File: src/rtl/noise_gate.sv
// Noise gate: envelope follower plus a five-state gain FSM that fades the sample
// stream in and out. Two-cycle pipeline from vld_i to vld_o, one sample per cycle.
// Optional build macro NOISE_GATE_HYST_EN: when defined, the open gate starts
// closing below THRESH_CLOSE (hysteresis); otherwise it uses THRESH_OPEN.
module noise_gate #(
    parameter int unsigned DATA_WIDTH   = 8,
    parameter int unsigned THRESH_OPEN  = 16,
    parameter int unsigned THRESH_CLOSE = 8,
    parameter int unsigned HOLD_SAMPLES = 64,
    parameter int unsigned ATTACK_STEP  = 16,
    parameter int unsigned RELEASE_STEP = 1,
    parameter int unsigned ENV_DECAY    = 1
) (
    input  logic                  clk,
    input  logic                  rst,
    input  logic [DATA_WIDTH-1:0] data_i,
    input  logic                  vld_i,
    output logic [DATA_WIDTH-1:0] data_o,
    output logic                  vld_o
);

    localparam int unsigned PW = DATA_WIDTH + 7;
    localparam int unsigned CW = (HOLD_SAMPLES > 0) ? $clog2(HOLD_SAMPLES + 1) : 1;

    localparam logic [DATA_WIDTH-1:0] ThreshOpen = DATA_WIDTH'(THRESH_OPEN);
    localparam logic [DATA_WIDTH-1:0] EnvDecay   = DATA_WIDTH'(ENV_DECAY);
    localparam logic [9:0]            AttStep    = 10'(ATTACK_STEP);
    localparam logic [8:0]            RelStep    = 9'(RELEASE_STEP);
    localparam logic [8:0]            GainUnity  = 9'd128;
    localparam logic [CW-1:0]         HoldInit   = CW'(HOLD_SAMPLES);

`ifdef NOISE_GATE_HYST_EN
    localparam logic [DATA_WIDTH-1:0] ThreshHold = DATA_WIDTH'(THRESH_CLOSE);
`else
    // Without hysteresis the close threshold is deliberately ignored.
    localparam logic [DATA_WIDTH-1:0] ThreshHold = DATA_WIDTH'(THRESH_OPEN);
    localparam int unsigned unused_thresh_close = THRESH_CLOSE;
`endif

    typedef enum logic [2:0] {
        StClosed,
        StAttack,
        StOpen,
        StHold,
        StRelease
    } state_e;

    state_e                  state_q, state_d;
    logic [8:0]              g_q, g_d;
    logic [DATA_WIDTH-1:0]   env_q, env_d;
    logic [CW-1:0]           cnt_q, cnt_d;

    logic [DATA_WIDTH-1:0]   mag;
    logic [DATA_WIDTH-1:0]   env_dec;
    logic [DATA_WIDTH-1:0]   env_new;
    logic [9:0]              g_att_sum;
    logic signed [PW-1:0]    prod;
    logic                    unused_prod;

    logic                    s1_vld_q;
    logic [DATA_WIDTH-1:0]   s1_data_q;

    // Saturating magnitude and decayed envelope of the incoming sample.
    always_comb begin
        mag = data_i;
        if (data_i[DATA_WIDTH-1]) begin
            if (data_i == {1'b1, {(DATA_WIDTH-1){1'b0}}}) begin
                mag = {1'b0, {(DATA_WIDTH-1){1'b1}}};
            end else begin
                mag = -data_i;
            end
        end
        env_dec   = (env_q > EnvDecay) ? (env_q - EnvDecay) : '0;
        env_new   = (mag > env_dec) ? mag : env_dec;
        g_att_sum = {1'b0, g_q} + AttStep;
    end

    // Sample times the pre-update gain; g <= 128 so PW bits cannot overflow.
    always_comb begin
        prod = PW'($signed(data_i)) * PW'($signed({1'b0, g_q}));
    end

    assign unused_prod = ^prod[6:0];

    // Next-state logic for gain FSM; everything holds when no valid sample.
    always_comb begin
        state_d = state_q;
        g_d     = g_q;
        env_d   = env_q;
        cnt_d   = cnt_q;
        if (vld_i) begin
            env_d = env_new;
            case (state_q)
                StClosed: begin
                    g_d = '0;
                    if (env_new >= ThreshOpen) begin
                        state_d = StAttack;
                    end
                end
                StAttack: begin
                    if (g_att_sum >= {1'b0, GainUnity}) begin
                        g_d     = GainUnity;
                        state_d = StOpen;
                    end else begin
                        g_d = g_att_sum[8:0];
                    end
                end
                StOpen: begin
                    g_d = GainUnity;
                    if (env_new < ThreshHold) begin
                        state_d = StHold;
                        cnt_d   = HoldInit;
                    end
                end
                StHold: begin
                    // Re-trigger wins over hold expiry.
                    if (env_new >= ThreshOpen) begin
                        state_d = StOpen;
                    end else if (cnt_q == '0) begin
                        state_d = StRelease;
                    end else begin
                        cnt_d = cnt_q - 1'b1;
                    end
                end
                StRelease: begin
                    if (env_new >= ThreshOpen) begin
                        state_d = StAttack;
                    end else begin
                        g_d = (g_q > RelStep) ? (g_q - RelStep) : '0;
                        if (g_d == '0) begin
                            state_d = StClosed;
                        end
                    end
                end
                default: begin
                    state_d = StClosed;
                    g_d     = '0;
                end
            endcase
        end
    end

    // Gain FSM state, envelope and hold counter registers.
    always_ff @(posedge clk or posedge rst) begin
        if (rst) begin
            state_q <= StClosed;
            g_q     <= '0;
            env_q   <= '0;
            cnt_q   <= '0;
        end else begin
            state_q <= state_d;
            g_q     <= g_d;
            env_q   <= env_d;
            cnt_q   <= cnt_d;
        end
    end

    // Two-stage output pipeline; data registers only load on valid so data_o holds.
    always_ff @(posedge clk or posedge rst) begin
        if (rst) begin
            s1_vld_q  <= 1'b0;
            s1_data_q <= '0;
            vld_o     <= 1'b0;
            data_o    <= '0;
        end else begin
            s1_vld_q <= vld_i;
            if (vld_i) begin
                s1_data_q <= prod[PW-1:7];
            end
            vld_o <= s1_vld_q;
            if (s1_vld_q) begin
                data_o <= s1_data_q;
            end
        end
    end

endmodule

File: config.mk
export PLATFORM = sky130hd
export DESIGN_NAME = noise_gate
export DESIGN_NICKNAME = d
export VERILOG_FILES = /design/src/rtl/noise_gate.sv
export SDC_FILE = /design/constraint.sdc
export NUM_CORES = 1
export LEC_CHECK = 0
export CORE_MARGIN = 5
export CORE_UTILIZATION = 36
export CTS_BUF_LIST = sky130_fd_sc_hd__clkbuf_4
export DETAILED_ROUTE_END_ITERATION = 16
export MAX_ROUTING_LAYER = met4
export PLACE_DENSITY = 0.63
export SLEW_MARGIN = 20
export SYNTH_ARGS = -nofsm -noshare
export SYNTH_HDL_FRONTEND = slang
export SYNTH_SLANG_ARGS = --single-unit
File: constraint.sdc
create_clock -name clk -period 6.4 [get_ports clk]
set_input_delay 1.28 -clock clk [delete_from_list [all_inputs] [get_ports clk]]
set_output_delay 1.28 -clock clk [all_outputs]
set_load 0.01 [all_outputs]
# Word-level counts from Yosys, hierarchy flattened

Cells that the tools add are included.

Add/sub/neg operators: 5
Multiply operators: 1
Magnitude comparators: 6
Equality and inequality tests: 13
Multiplexer cells: 20
Bitwise operators: 1
Reduce and logical (&&, ||, !) cells: 7

Operators by type and width:

| cell                                                                            | count |
|---|---|
| 9-bit case mux with 4 select lines                                              | 1 |
| 8-bit 2-to-1 mux                                                                | 4 |
| 9-bit 2-to-1 mux                                                                | 3 |
| 3-bit 2-to-1 mux                                                                | 7 |
| 7-bit 2-to-1 mux                                                                | 3 |
| 8-bit by 10-bit multiplier with 15-bit output                                   | 1 |
| 3-bit case mux with 5 select lines                                              | 1 |
| 7-bit case mux with 2 select lines                                              | 1 |
| 2-bit inequality test, second input constant                                    | 6 |
| 9-bit by 5-bit adder with 10-bit output, second input constant                  | 1 |
| 10-bit by 8-bit >= comparator with 1-bit output, second input constant          | 1 |
| 9-bit by 1-bit greater-than comparator with 1-bit output, second input constant | 1 |
| 9-bit logical NOT                                                               | 1 |
| 9-bit by 1-bit subtractor with 9-bit output, second input constant              | 1 |
| 8-bit == test, second input constant                                            | 1 |
| 8-bit by 5-bit >= comparator with 1-bit output, second input constant           | 1 |
| 8-bit by 1-bit greater-than comparator with 1-bit output, second input constant | 1 |
| 8-bit greater-than comparator                                                   | 1 |
| 8-bit by 5-bit < comparator with 1-bit output, second input constant            | 1 |
| 8-bit negator                                                                   | 1 |
| 8-bit by 1-bit subtractor with 8-bit output, second input constant              | 1 |
| 7-bit logical NOT                                                               | 1 |
| 7-bit by 1-bit subtractor with 7-bit output, second input constant              | 1 |
| 3-bit by 2-bit == test with 1-bit output, second input constant                 | 2 |
| other kinds (9)                                                                 | 10 |

Bits in registers: 45
Input port bits: 11
Word-level logic and storage cells: 61

# Logic depth before layout (Yosys ltp)

Word-level depth: 8
Gate-level depth with buffers: 19
Gate-level depth less buffers: 18

# Worst setup path after synthesis

OpenSTA, ideal clock, no wires.

Kind: in2reg
Start point: in data_i[7]
End point: reg s1_data_q[6]
Arrival time: 5.958 ns
Data required time: 6.275 ns
Path slack: 0.317 ns
Cell stages on the path: 15
Buffers on the path: 2
Path through: clkbuf_1 > buf_1 > nand2_1 > fa_1 > fa_1 > inv_1 > fa_1 > fa_1 > ha_1 > a21o_1 > a221o_1 > or3_1 > a221oi_1 > xnor2_1 > mux2_2

Word-level cells in the longest chain between the ends: 1

RTL lines:

| item                                          | RTL line | text |
|---|---|---|
| start: declaration                            | 16       | `input logic [DATA_WIDTH-1:0] data_i,` |
| 8-bit by 10-bit multiplier with 15-bit output | 80       | `prod = PW'($signed(data_i)) * PW'($signed({1'b0, g_q}));` |
| end signal: assignment                        | 168      | `s1_data_q <= prod[PW-1:7];` |
| end: declaration                              | 61       | `logic [DATA_WIDTH-1:0] s1_data_q;` |

No other way between the ends.
A chain may end at the register's enable or synchronous reset.

# Worst setup path after layout

Same ends and word-level chain as after synthesis.

==> metrics.yaml <==
ir_drop_v: 0.0000926
synthCells: 580
p_int_mw: 0.833
maxSlewViolCount: 0
status: "completed"
crit_path_end_kind: "flop"
synthTopCellsByArea: "dfrtp_1, fa_1, ha_1"
vias_per_cell: 5.34
combPwrFrac_pct: 59.0
drive_above_1_share_pct: 7.20
place.detailed.hpwl_mm: 9.62
antenna_found_initial: 0
io_pins: 20
ys_ff_latch: 45
p_leak_nw: 2.58
rsz0062_at_grt: "no"
initialDrtViolationCount: 259
power_mw: 1.50
slew_headroom_pct: 37.2
power_switching_mw: 0.666
fin_ws_ns: 0.518
drcViolationCount: 0
ctsLongestPathBuffers: 2
yosys_warnings: 0
drtPass1Iterations: 5
grt_overflow: 0
post_cts_resized: 0
syn_area_um2: 5000
finalCriticalPeriod_ns: 5.88
fillerInstances: 1418
cts-root-buf: "clkbuf_4"
num_rows: 43
crit_fanout: 5
cts_setup_buffers: 0
synth.most_common_cell: "inv_1"
syn_area_per_cell_um2: 8.63
swShare_pct: 44.4
die_w_um: 128
h-tree-depth: 2
clk_latency_ns: 0.38
track_usage_pct: 15.9
ant_nets: 0
synthAdderAreaFrac_pct: 28.4
setup_violations: 0
max_freq_mhz: 170
worst_pin_slew_ns: 0.940
fp.dieH_um: 128
hold_ws_ns: 0.479
initial_core_util_pct: 36.3
finalClockSkew_ns: 0.0272
synth_enable_flop_cells: 0
final_core_util_pct: 39.8
synth_top_cells_by_count: "inv_1, nand2_1, ha_1, nor2_1, dfrtp_1"
critical_path_class: "in -> reg"
p_clk_share_pct: 10.1
hold_viol: 0
clk_pin_slew_ns: 0.17
core-area_um2: 13800
synth_compound_area_share_pct: 13.2
drv_cap: 0
synth_top_area_share_pct: 22.5
crit_arrival_ns: 6.17
place_congestion: 0.954
finalSetupTns_ns: 0
synth_xor_area_share_pct: 2.80
syn2layout_area_growth_pct: 9.55
synthArstFlopShare_pct: 100
synth_area_leader_cell: "dfrtp_1"
wl_mm: 12.2
start_kind: "input port"
grt_pass1_vias: 4163
dp_slack_ns: 0.122
nets: 696
pwr-share-seq_pct: 30.9
synthSimpleGateAreaFrac_pct: 19.6
die_area_um2: 16400
port_buffers: 19
crit_required_ns: 6.69
synth_fp_nets: 680
vias: 4147
num_antenna_cells: 0
power.density_nw_per_um2: 273
grt_max_degree: 46
period_share_pct: 91.9
cts_tree: "yes"
cts_made_buffers: 5
ys_types: 57
avgRoutedWirePerCell_um: 15.6
seq_area_frac_synth_pct: 22.5
synthFlopType: "dfrtp_1"
synth.mux.area_fraction_pct: 5.70
synth_top_family_by_area: "adder cells"
min_path_type: "reg -> reg"
clock_sinks: 45
postCtsHoldBufs: 0
grt_pass1_wl_mm: 20.6
worst max-delay path: stages:
cell and delay (ns):
clkdlybuf4s50_1 0.57, nand2_1 0.11, fa_1 0.52, fa_1 0.54
inv_1 0.06, fa_1 0.50, fa_1 0.50, ha_1 0.36
a21o_1 0.19, a221o_1 0.39, or3_1 0.36, a221oi_1 0.28
buf_4 0.18, xnor2_1 0.06, mux2_2 0.26
registers in the layout, indices dropped and copies added (netlist names):
register   count
cnt_q          7
data_o         8
env_q          8
g_q            9
s1_data_q      8
s1_vld_q       1
state_q        3
vld_o          1
final timing paths:
path / startpoint / endpoint / slack, ns / cells past startpoint
setup / recovery: data_i[7] / s1_data_q[6] / 0.52 / 15
hold / removal: cnt_q[6] / cnt_q[6] / 0.48 / 1
setup reg to reg: g_q[0] / s1_data_q[6] / 1.16 / 15
hold reg to reg: cnt_q[6] / cnt_q[6] / 0.48 / 1
max in group asynchronous: rst / data_o[0] / 4.39 / 2
min in group asynchronous: rst / g_q[5] / 1.41 / 2
cells by family after synthesis:
family | after synthesis
buf+inv | 102
simple gates | 200
fa+ha+maj | 89
compound gates | 102
xor+xnor | 16
flops | 45
mux | 26
final cells by class:
class | count | area, µm² | area share, %
clock buffer | 5 | 37.5 | 0.685
inverter | 80 | 300 | 5.48
multi-input combinational | 433 | 3490 | 63.6
tap | 180 | 225 | 4.11
clock inverter | 3 | 25.0 | 0.457
timing repair buffer | 31 | 280 | 5.11
sequential | 45 | 1130 | 20.5
metal layers:
| metal | vias to the layer above | global-route usage, % | part of all wire, % |
|---|---|---|---|
| met5 | - | - | 0 |
| met4 | 0 | 3.12 | 1.3 |
| met3 | 18 | 2.79 | 5.9 |
| met2 | 137 | 24.8 | 46 |
| met1 | 2000 | 21.8 | 46 |
| li1 | 1992 | - | - |
metrics by stage:
stage	cell area (µm²)	std cells
6_report	5480	777
2_1_floorplan	5000	580
5_1_grt	5480	777
3_5_place_dp	5420	769
4_1_cts	5480	777
3_3_place_gp	5420	769
power by group through the flow:
stage                     Combinational [mW]  Clock (mW)  Sequential [mW]
after global routing                   0.991       0.166            0.480
after global placement                 0.851           0            0.466
after floorplan                        0.636           0            0.450
after CTS                              0.888       0.157            0.464
after detailed placement               0.879           0            0.470
final                                  0.884       0.151            0.463
placed cells by master (no fill, tap or decap), types with 13 or more instances in the layout:
master	netlist	final
inv_1	80	79
nand2_1	63	63
ha_1	48	48
nor2_1	46	46
dfrtp_1	45	45
fa_1	41	41
and2_1	28	28
a21oi_1	27	27
o21ai_0	23	23
clkdlybuf4s50_1	0	19
mux2_2	16	16
nor3_1	13	13
Power figures use the tool's default switching activity.
